`config.mk`:
```
export PLATFORM = sky130hd
export DESIGN_NAME = mem_port_arbiter
export DESIGN_NICKNAME = d
export VERILOG_FILES = /design/src/rtl/mem_arb_pkg.sv /design/src/rtl/arb_starve_counter.sv /design/src/rtl/mem_port_arbiter.sv
export SDC_FILE = /design/constraint.sdc
export NUM_CORES = 1
export LEC_CHECK = 0
export ABC_AREA = 1
export BUFFER_PORTS_ARGS = -buffer_cell sky130_fd_sc_hd__buf_4
export CORE_UTILIZATION = 37
export CTS_CLUSTER_SIZE = 14
export DETAILED_ROUTE_END_ITERATION = 10
export PLACE_DENSITY = 0.76
export SLEW_MARGIN = 5
export SYNTH_ARGS = -nofsm -noshare
export SYNTH_HDL_FRONTEND = slang
export SYNTH_HIERARCHICAL = 1
export SYNTH_SLANG_ARGS = --single-unit
```
`constraint.sdc`:
```
create_clock -name Clock -period 1.8 [get_ports Clock]
set_input_delay 0.27 -clock Clock [delete_from_list [all_inputs] [get_ports Clock]]
set_output_delay 0.27 -clock Clock [all_outputs]
set_load 0.02 [all_outputs]
```
`src/rtl/mem_arb_pkg.sv`:
```
// ----------------------------------------------------------------------------
// mem_arb_pkg
// Shared definitions for the system-memory port arbiter.
//   gnt_e               : 2-bit grant encoding (which port owns the memory
//                         bus in a given cycle, or NONE)
//   STARVE_LIMIT_DEF    : default serial wait-cycle threshold used by the
//                         optional starvation guard
// ----------------------------------------------------------------------------
package mem_arb_pkg;

    typedef enum logic [1:0] {
        GNT_VGA  = 2'd0,
        GNT_CPU  = 2'd1,
        GNT_SER  = 2'd2,
        GNT_NONE = 2'd3
    } gnt_e;

    localparam int STARVE_LIMIT_DEF = 15;

endpackage : mem_arb_pkg

```
`src/rtl/arb_starve_counter.sv`:
```
// ----------------------------------------------------------------------------
// arb_starve_counter
// Counts how long the serial port has been kept waiting and raises a promote
// flag once the wait reaches LIMIT. Only instantiated when the arbiter is
// built with MEM_PORT_ARBITER_STARVE_GUARD_EN.
//   Clock      in  : system clock, rising edge
//   Reset      in  : asynchronous, active-high reset
//   i_req      in  : serial request
//   i_ack      in  : serial access on the bus this cycle (clears the count)
//   o_promote  out : serial should outrank CPU in the current arbitration
// ----------------------------------------------------------------------------
module arb_starve_counter
    import mem_arb_pkg::*;
#(
    parameter int LIMIT = STARVE_LIMIT_DEF
) (
    input  logic Clock,
    input  logic Reset,
    input  logic i_req,
    input  logic i_ack,
    output logic o_promote
);

    logic [3:0] r_cnt;

    // Saturating 4-bit wait counter; the ack cycle restarts the count.
    always_ff @(posedge Clock or posedge Reset) begin
        if (Reset) begin
            r_cnt <= 4'd0;
        end else if (i_ack) begin
            r_cnt <= 4'd0;
        end else if (i_req && (r_cnt != 4'hF)) begin
            r_cnt <= r_cnt + 4'd1;
        end
    end

    assign o_promote = (int'(r_cnt) >= LIMIT);

endmodule : arb_starve_counter

```
`src/rtl/mem_port_arbiter.sv`:
```
// ----------------------------------------------------------------------------
// mem_port_arbiter
// Shares one single-port synchronous memory between VGA line fetch, CPU
// load/store and the serial bulk loader. Fixed priority VGA > CPU > serial,
// at most one access per cycle, the previous cycle's winner is masked so a
// held request is not granted twice. All memory-side outputs are registered;
// read data comes back two cycles after the request with a per-port strobe.
//
// Optional build macro:
//   MEM_PORT_ARBITER_STARVE_GUARD_EN - serial is promoted above CPU after it
//   has waited STARVE_LIMIT cycles (VGA always stays highest).
//
// Ports:
//   Clock, Reset                  clock / async active-high reset
//   cpu_req/we/addr/wdata         CPU request (held until cpu_ack)
//   cpu_ack, cpu_rvalid           CPU access-on-bus / read-data strobes
//   vga_req/addr                  VGA read request (held until vga_ack)
//   vga_ack, vga_rvalid           VGA strobes
//   ser_req/we/addr/wdata         serial request (held until ser_ack)
//   ser_ack, ser_rvalid           serial strobes
//   rd_data                       shared read data, qualified by *_rvalid
//   Mem_Addr/Write/WData          registered memory-side outputs
//   Mem_RData                     memory read data, one cycle after address
// ----------------------------------------------------------------------------
module mem_port_arbiter
    import mem_arb_pkg::*;
#(
    parameter int ADDR_W       = 16,
    parameter int DATA_W       = 16,
    parameter int STARVE_LIMIT = STARVE_LIMIT_DEF
) (
    input  logic              Clock,
    input  logic              Reset,

    input  logic              cpu_req,
    input  logic              cpu_we,
    input  logic [ADDR_W-1:0] cpu_addr,
    input  logic [DATA_W-1:0] cpu_wdata,
    output logic              cpu_ack,
    output logic              cpu_rvalid,

    input  logic              vga_req,
    input  logic [ADDR_W-1:0] vga_addr,
    output logic              vga_ack,
    output logic              vga_rvalid,

    input  logic              ser_req,
    input  logic              ser_we,
    input  logic [ADDR_W-1:0] ser_addr,
    input  logic [DATA_W-1:0] ser_wdata,
    output logic              ser_ack,
    output logic              ser_rvalid,

    output logic [DATA_W-1:0] rd_data,

    output logic [ADDR_W-1:0] Mem_Addr,
    output logic              Mem_Write,
    output logic [DATA_W-1:0] Mem_WData,
    input  logic [DATA_W-1:0] Mem_RData
);

    // ------------------------------------------------------------------
    // State
    // ------------------------------------------------------------------
    gnt_e              r_grant;      // port on the memory bus this cycle
    gnt_e              r_rtag0;      // reader whose address is on the bus
    gnt_e              r_rtag1;      // reader whose data is on Mem_RData
    logic [ADDR_W-1:0] r_mem_addr;
    logic              r_mem_write;
    logic [DATA_W-1:0] r_mem_wdata;

    // ------------------------------------------------------------------
    // Arbitration
    // ------------------------------------------------------------------
    logic              w_vga_elig;
    logic              w_cpu_elig;
    logic              w_ser_elig;
    logic              w_promote;
    gnt_e              w_winner;
    logic              w_win_we;
    logic [ADDR_W-1:0] w_win_addr;
    logic [DATA_W-1:0] w_win_wdata;

    // The port that owns the bus this cycle still has its req high while it
    // sees the ack, so it is masked out of this cycle's pick.
    assign w_vga_elig = vga_req && (r_grant != GNT_VGA);
    assign w_cpu_elig = cpu_req && (r_grant != GNT_CPU);
    assign w_ser_elig = ser_req && (r_grant != GNT_SER);

`ifdef MEM_PORT_ARBITER_STARVE_GUARD_EN
    arb_starve_counter #(
        .LIMIT     (STARVE_LIMIT)
    ) u_starve (
        .Clock     (Clock),
        .Reset     (Reset),
        .i_req     (ser_req),
        .i_ack     (ser_ack),
        .o_promote (w_promote)
    );
`else
    // Strict fixed priority; the comparison is never true and only keeps the
    // limit parameter referenced when the guard is left out.
    assign w_promote = (STARVE_LIMIT < 0);
`endif

    always_comb begin
        w_winner = GNT_NONE;
        if (w_vga_elig) begin
            w_winner = GNT_VGA;
        end else if (w_promote && w_ser_elig) begin
            w_winner = GNT_SER;
        end else if (w_cpu_elig) begin
            w_winner = GNT_CPU;
        end else if (w_ser_elig) begin
            w_winner = GNT_SER;
        end
    end

    always_comb begin
        w_win_we    = 1'b0;
        w_win_addr  = r_mem_addr;
        w_win_wdata = r_mem_wdata;
        case (w_winner)
            GNT_VGA: begin
                w_win_addr = vga_addr;     // VGA is read-only
            end
            GNT_CPU: begin
                w_win_we    = cpu_we;
                w_win_addr  = cpu_addr;
                w_win_wdata = cpu_wdata;
            end
            GNT_SER: begin
                w_win_we    = ser_we;
                w_win_addr  = ser_addr;
                w_win_wdata = ser_wdata;
            end
            default: begin
            end
        endcase
    end

    // ------------------------------------------------------------------
    // Memory-side registers and read-tag pipeline
    // ------------------------------------------------------------------
    always_ff @(posedge Clock or posedge Reset) begin
        if (Reset) begin
            r_grant     <= GNT_NONE;
            r_rtag0     <= GNT_NONE;
            r_rtag1     <= GNT_NONE;
            r_mem_addr  <= '0;
            r_mem_write <= 1'b0;
            r_mem_wdata <= '0;
        end else begin
            r_grant     <= w_winner;
            r_mem_write <= w_win_we;
            r_mem_addr  <= w_win_addr;
            r_mem_wdata <= w_win_wdata;
            // Only reads travel down the tag pipe; writes never raise rvalid.
            r_rtag0     <= ((w_winner != GNT_NONE) && !w_win_we) ? w_winner : GNT_NONE;
            r_rtag1     <= r_rtag0;
        end
    end

    // ------------------------------------------------------------------
    // Outputs
    // ------------------------------------------------------------------
    assign Mem_Addr   = r_mem_addr;
    assign Mem_Write  = r_mem_write;
    assign Mem_WData  = r_mem_wdata;

    assign vga_ack    = (r_grant == GNT_VGA);
    assign cpu_ack    = (r_grant == GNT_CPU);
    assign ser_ack    = (r_grant == GNT_SER);

    assign vga_rvalid = (r_rtag1 == GNT_VGA);
    assign cpu_rvalid = (r_rtag1 == GNT_CPU);
    assign ser_rvalid = (r_rtag1 == GNT_SER);

    // The memory already registers its read data, so it is passed straight
    // through in the strobe cycle; the bus idles at zero otherwise.
    assign rd_data    = (r_rtag1 != GNT_NONE) ? Mem_RData : '0;

endmodule : mem_port_arbiter

```
==> flow_metrics.env <==
export IMPL_io_buffers=157
export IMPL_viasPerCell=4.83
export IMPL_die_h_um=79.7
export IMPL_wl_per_cell_um=14.1
export IMPL_max_vdd_ir_drop_v=0.000634
export IMPL_nFillCells=458
export IMPL_setup_slack_ns=-0.0581
export IMPL_met3_usage_pct=4.46
export IMPL_rsz0062_at_grt="true"
export IMPL_cp_end_kind="flop"
export IMPL_violations="setup timing"
export IMPL_dr_pass1_iters=4
export IMPL_fmax_mhz=538
export IMPL_clock_latency_ns=0.30
export IMPL_io_pins=158
export IMPL_syn_inst=304
export IMPL_finalSetupViolations=10
export IMPL_ys_ff_latch=39
export IMPL_r2r_cells=11
export IMPL_antennaDiodeCount=0
export IMPL_startpoint_type="flop"
export IMPL_synth_avg_cell_area_um2=7.35
export IMPL_maxSlewViolCount=0
export IMPL_initial_core_util_pct=39.4
export IMPL_gr_total_overflow=0
export IMPL_powerDensity_nw_per_um2=1350
export IMPL_pre_cts_slack_ns=-0.0925
export IMPL_grt_pass1_wl_um=10600
export IMPL_syn_area_um2=2230
export IMPL_cts_tree="yes"
export IMPL_drtIter0Drc=140
export IMPL_hold_viol_final=0
export IMPL_clock_sinks=39
export IMPL_rr_endpoint="r_rtag0[0]"
export IMPL_ant_nets=0
export IMPL_clock_skew_ns=0.0139
export IMPL_relSlewSlack_pct=65.6
export IMPL_r2r_start="r_grant[0]"
export IMPL_dieArea_um2=6350
export IMPL_worst_ep_required_time_ns=2.02
export IMPL_synth_cell_types=18
export IMPL_rows=27
export IMPL_area_growth_pct=76.2
export IMPL_grt_max_degree=40
export IMPL_met1_usage_pct=23.9
export IMPL_worst_pin_slew_ns=0.516
export IMPL_drc=0
export IMPL_core_area_um2=5680
export IMPL_layout_drive_gt1_share_pct=50.8
export IMPL_htree_num_levels=2
export IMPL_busiest_layer="met2"
export IMPL_finalPower_mw=5.30
export IMPL_yosysSeqAreaShare_pct=44.0
export IMPL_fp_dieW_um=79.7
export IMPL_power_leakage_nw=2.07
export IMPL_postLayoutCoreUtil_pct=69.4
export IMPL_min_path_type="input port to async pin"
export IMPL_drv_cap=0
export IMPL_cts_root_buf="clkbuf_8"
export IMPL_synth_nets=412
export IMPL_period_share_pct=103
export IMPL_clkTransAtPathRegs_ns=0.09
export IMPL_wirelength_um=7840
export IMPL_dp_hpwl_um=5170
export IMPL_clk_path_buf_depth=2
export IMPL_antenna_found_initial=0
export IMPL_grt_pass1_vias=2372
export IMPL_grt_use_met2_pct=39.4
export IMPL_crit_type="flop to flop"
export IMPL_regToRegSetupSlack_ns=-0.06
export IMPL_numCtsBuffers=5
export IMPL_gp_congestion=0.843
export IMPL_arrival_ns=2.08
export IMPL_fin_nets=589
export IMPL_outcome="complete, but fails checks"
export IMPL_period_needed_ns=1.86
export IMPL_yosys_warnings=6
export IMPL_vias=2677
export IMPL_grt_total_usage_pct=21.5
export IMPL_cp_max_fo=4
-- metrics by stage --
stage / hold slack [ns] / setup TNS [ns] / std cells / cell area [µm²]
after floorplan: 0.345 / 0 / 304 / 2230
after global placement: 0.347 / -0.281 / 531 / 3450
after detailed placement: 0.347 / -1.77 / 531 / 3450
after CTS: 0.104 / 0 / 539 / 3570
after global routing: 0.149 / -1.92 / 554 / 3940
final: 0.0972 / -0.195 / 554 / 3940
-- what timing repair did --
item | in CTS | in global routing
endpoints found under the setup margin | 34 | 51
gates cloned | 0 | 6
hold buffers | 0 | 0
gates resized for setup | 8 | 56
buffers inserted | 0 | 9
pin swaps | 0 | 7
-- flip-flops by register name, indices dropped and copies added (netlist names) --
name	count
Mem_Addr	16
Mem_WData	16
Mem_Write	1
r_grant	2
r_rtag0	2
r_rtag1	2
-- cell type report --
cell class              count  area [µm²]  area share, %
inverters                  29         133           3.37
flip-flops and latches     39         983           25.0
clock inverters             2        12.5          0.318
repair inverters            4        58.8           1.49
clock buffers               6        72.6           1.84
repair buffers            184        1470           37.4
well taps                  72        90.1           2.29
multi-input cells         218        1110           28.3
-- synth_stat cells (all sizes together) --
cell type / n / area [µm²]
dfrtp: 33 / 826
buf: 18 / 170
clkinv: 1 / 5.00
a21oi: 35 / 179
nand3: 1 / 5.00
o21ai: 31 / 155
inv: 28 / 115
dfstp: 6 / 158
ha: 5 / 62.6
nand2: 92 / 345
nor2: 54 / 213
-- where the power goes --
group          switching (mW)  internal (mW)
clock                   0.327          0.271
sequential              0.267           1.27
combinational            1.73           1.43
total                    2.32           2.97
-- worst max-delay path, cell delays in order, from the launching register on --
cell     delay [ns]
dfstp_2        0.57
inv_1          0.06
a21oi_2        0.13
nand2_2        0.08
nand2_4        0.08
inv_2          0.07
ha_4           0.18
buf_4          0.14
nand2_1        0.09
nand2_1        0.13
a21oi_4        0.19
nand2_1        0.07
-- worst max path at each step --
| stage | start | endpoint | slack, ns |
|---|---|---|---|
| 6_report | r_grant[0] | r_rtag0[0] | -0.06 |
| 5_1_grt | r_grant[0] | r_rtag0[0] | -0.15 |
| 4_1_cts | r_grant[1] | Mem_WData[0] | 0.006 |
| 3_5_place_dp | r_grant[0] | Mem_Addr[2] | -0.09 |
| 3_3_place_gp | r_grant[1] | Mem_Addr[15] | -0.03 |
| 2_1_floorplan | r_grant[1] | Mem_Addr[3] | 0.04 |
-- logic make-up (layout without fill, tap and decap cells) --
logic type	after synthesis	after routing	share of synthesized area [%]
flip-flops	39	39	44.0
AND/OR/NAND/NOR	147	147	25.2
AO/OA/AOI/OAI	66	66	15.0
adder cells (fa/ha/maj)	5	5	2.80
buffers and inverters	47	225	13.0
-- cell usage in the layout (no fill, tap or decap), drive strengths merged --
cell type and instances:
nand3 1, nor2 54, a21oi 35, nand2 92
buf 182, ha 5, inv 29, dfrtp 33
clkbuf 8, clkinvlp 2, dfstp 6, o21ai 31
clkinv 4
-- routing by layer --
| layer | vias up | part of all wire [%] |
|---|---|---|
| li1 | 1293 | - |
| met1 | 1251 | 40 |
| met2 | 120 | 52 |
| met3 | 13 | 6.6 |
| met4 | 0 | 1.8 |
| met5 | - | 0 |
Power figures use the tool's default switching activity.
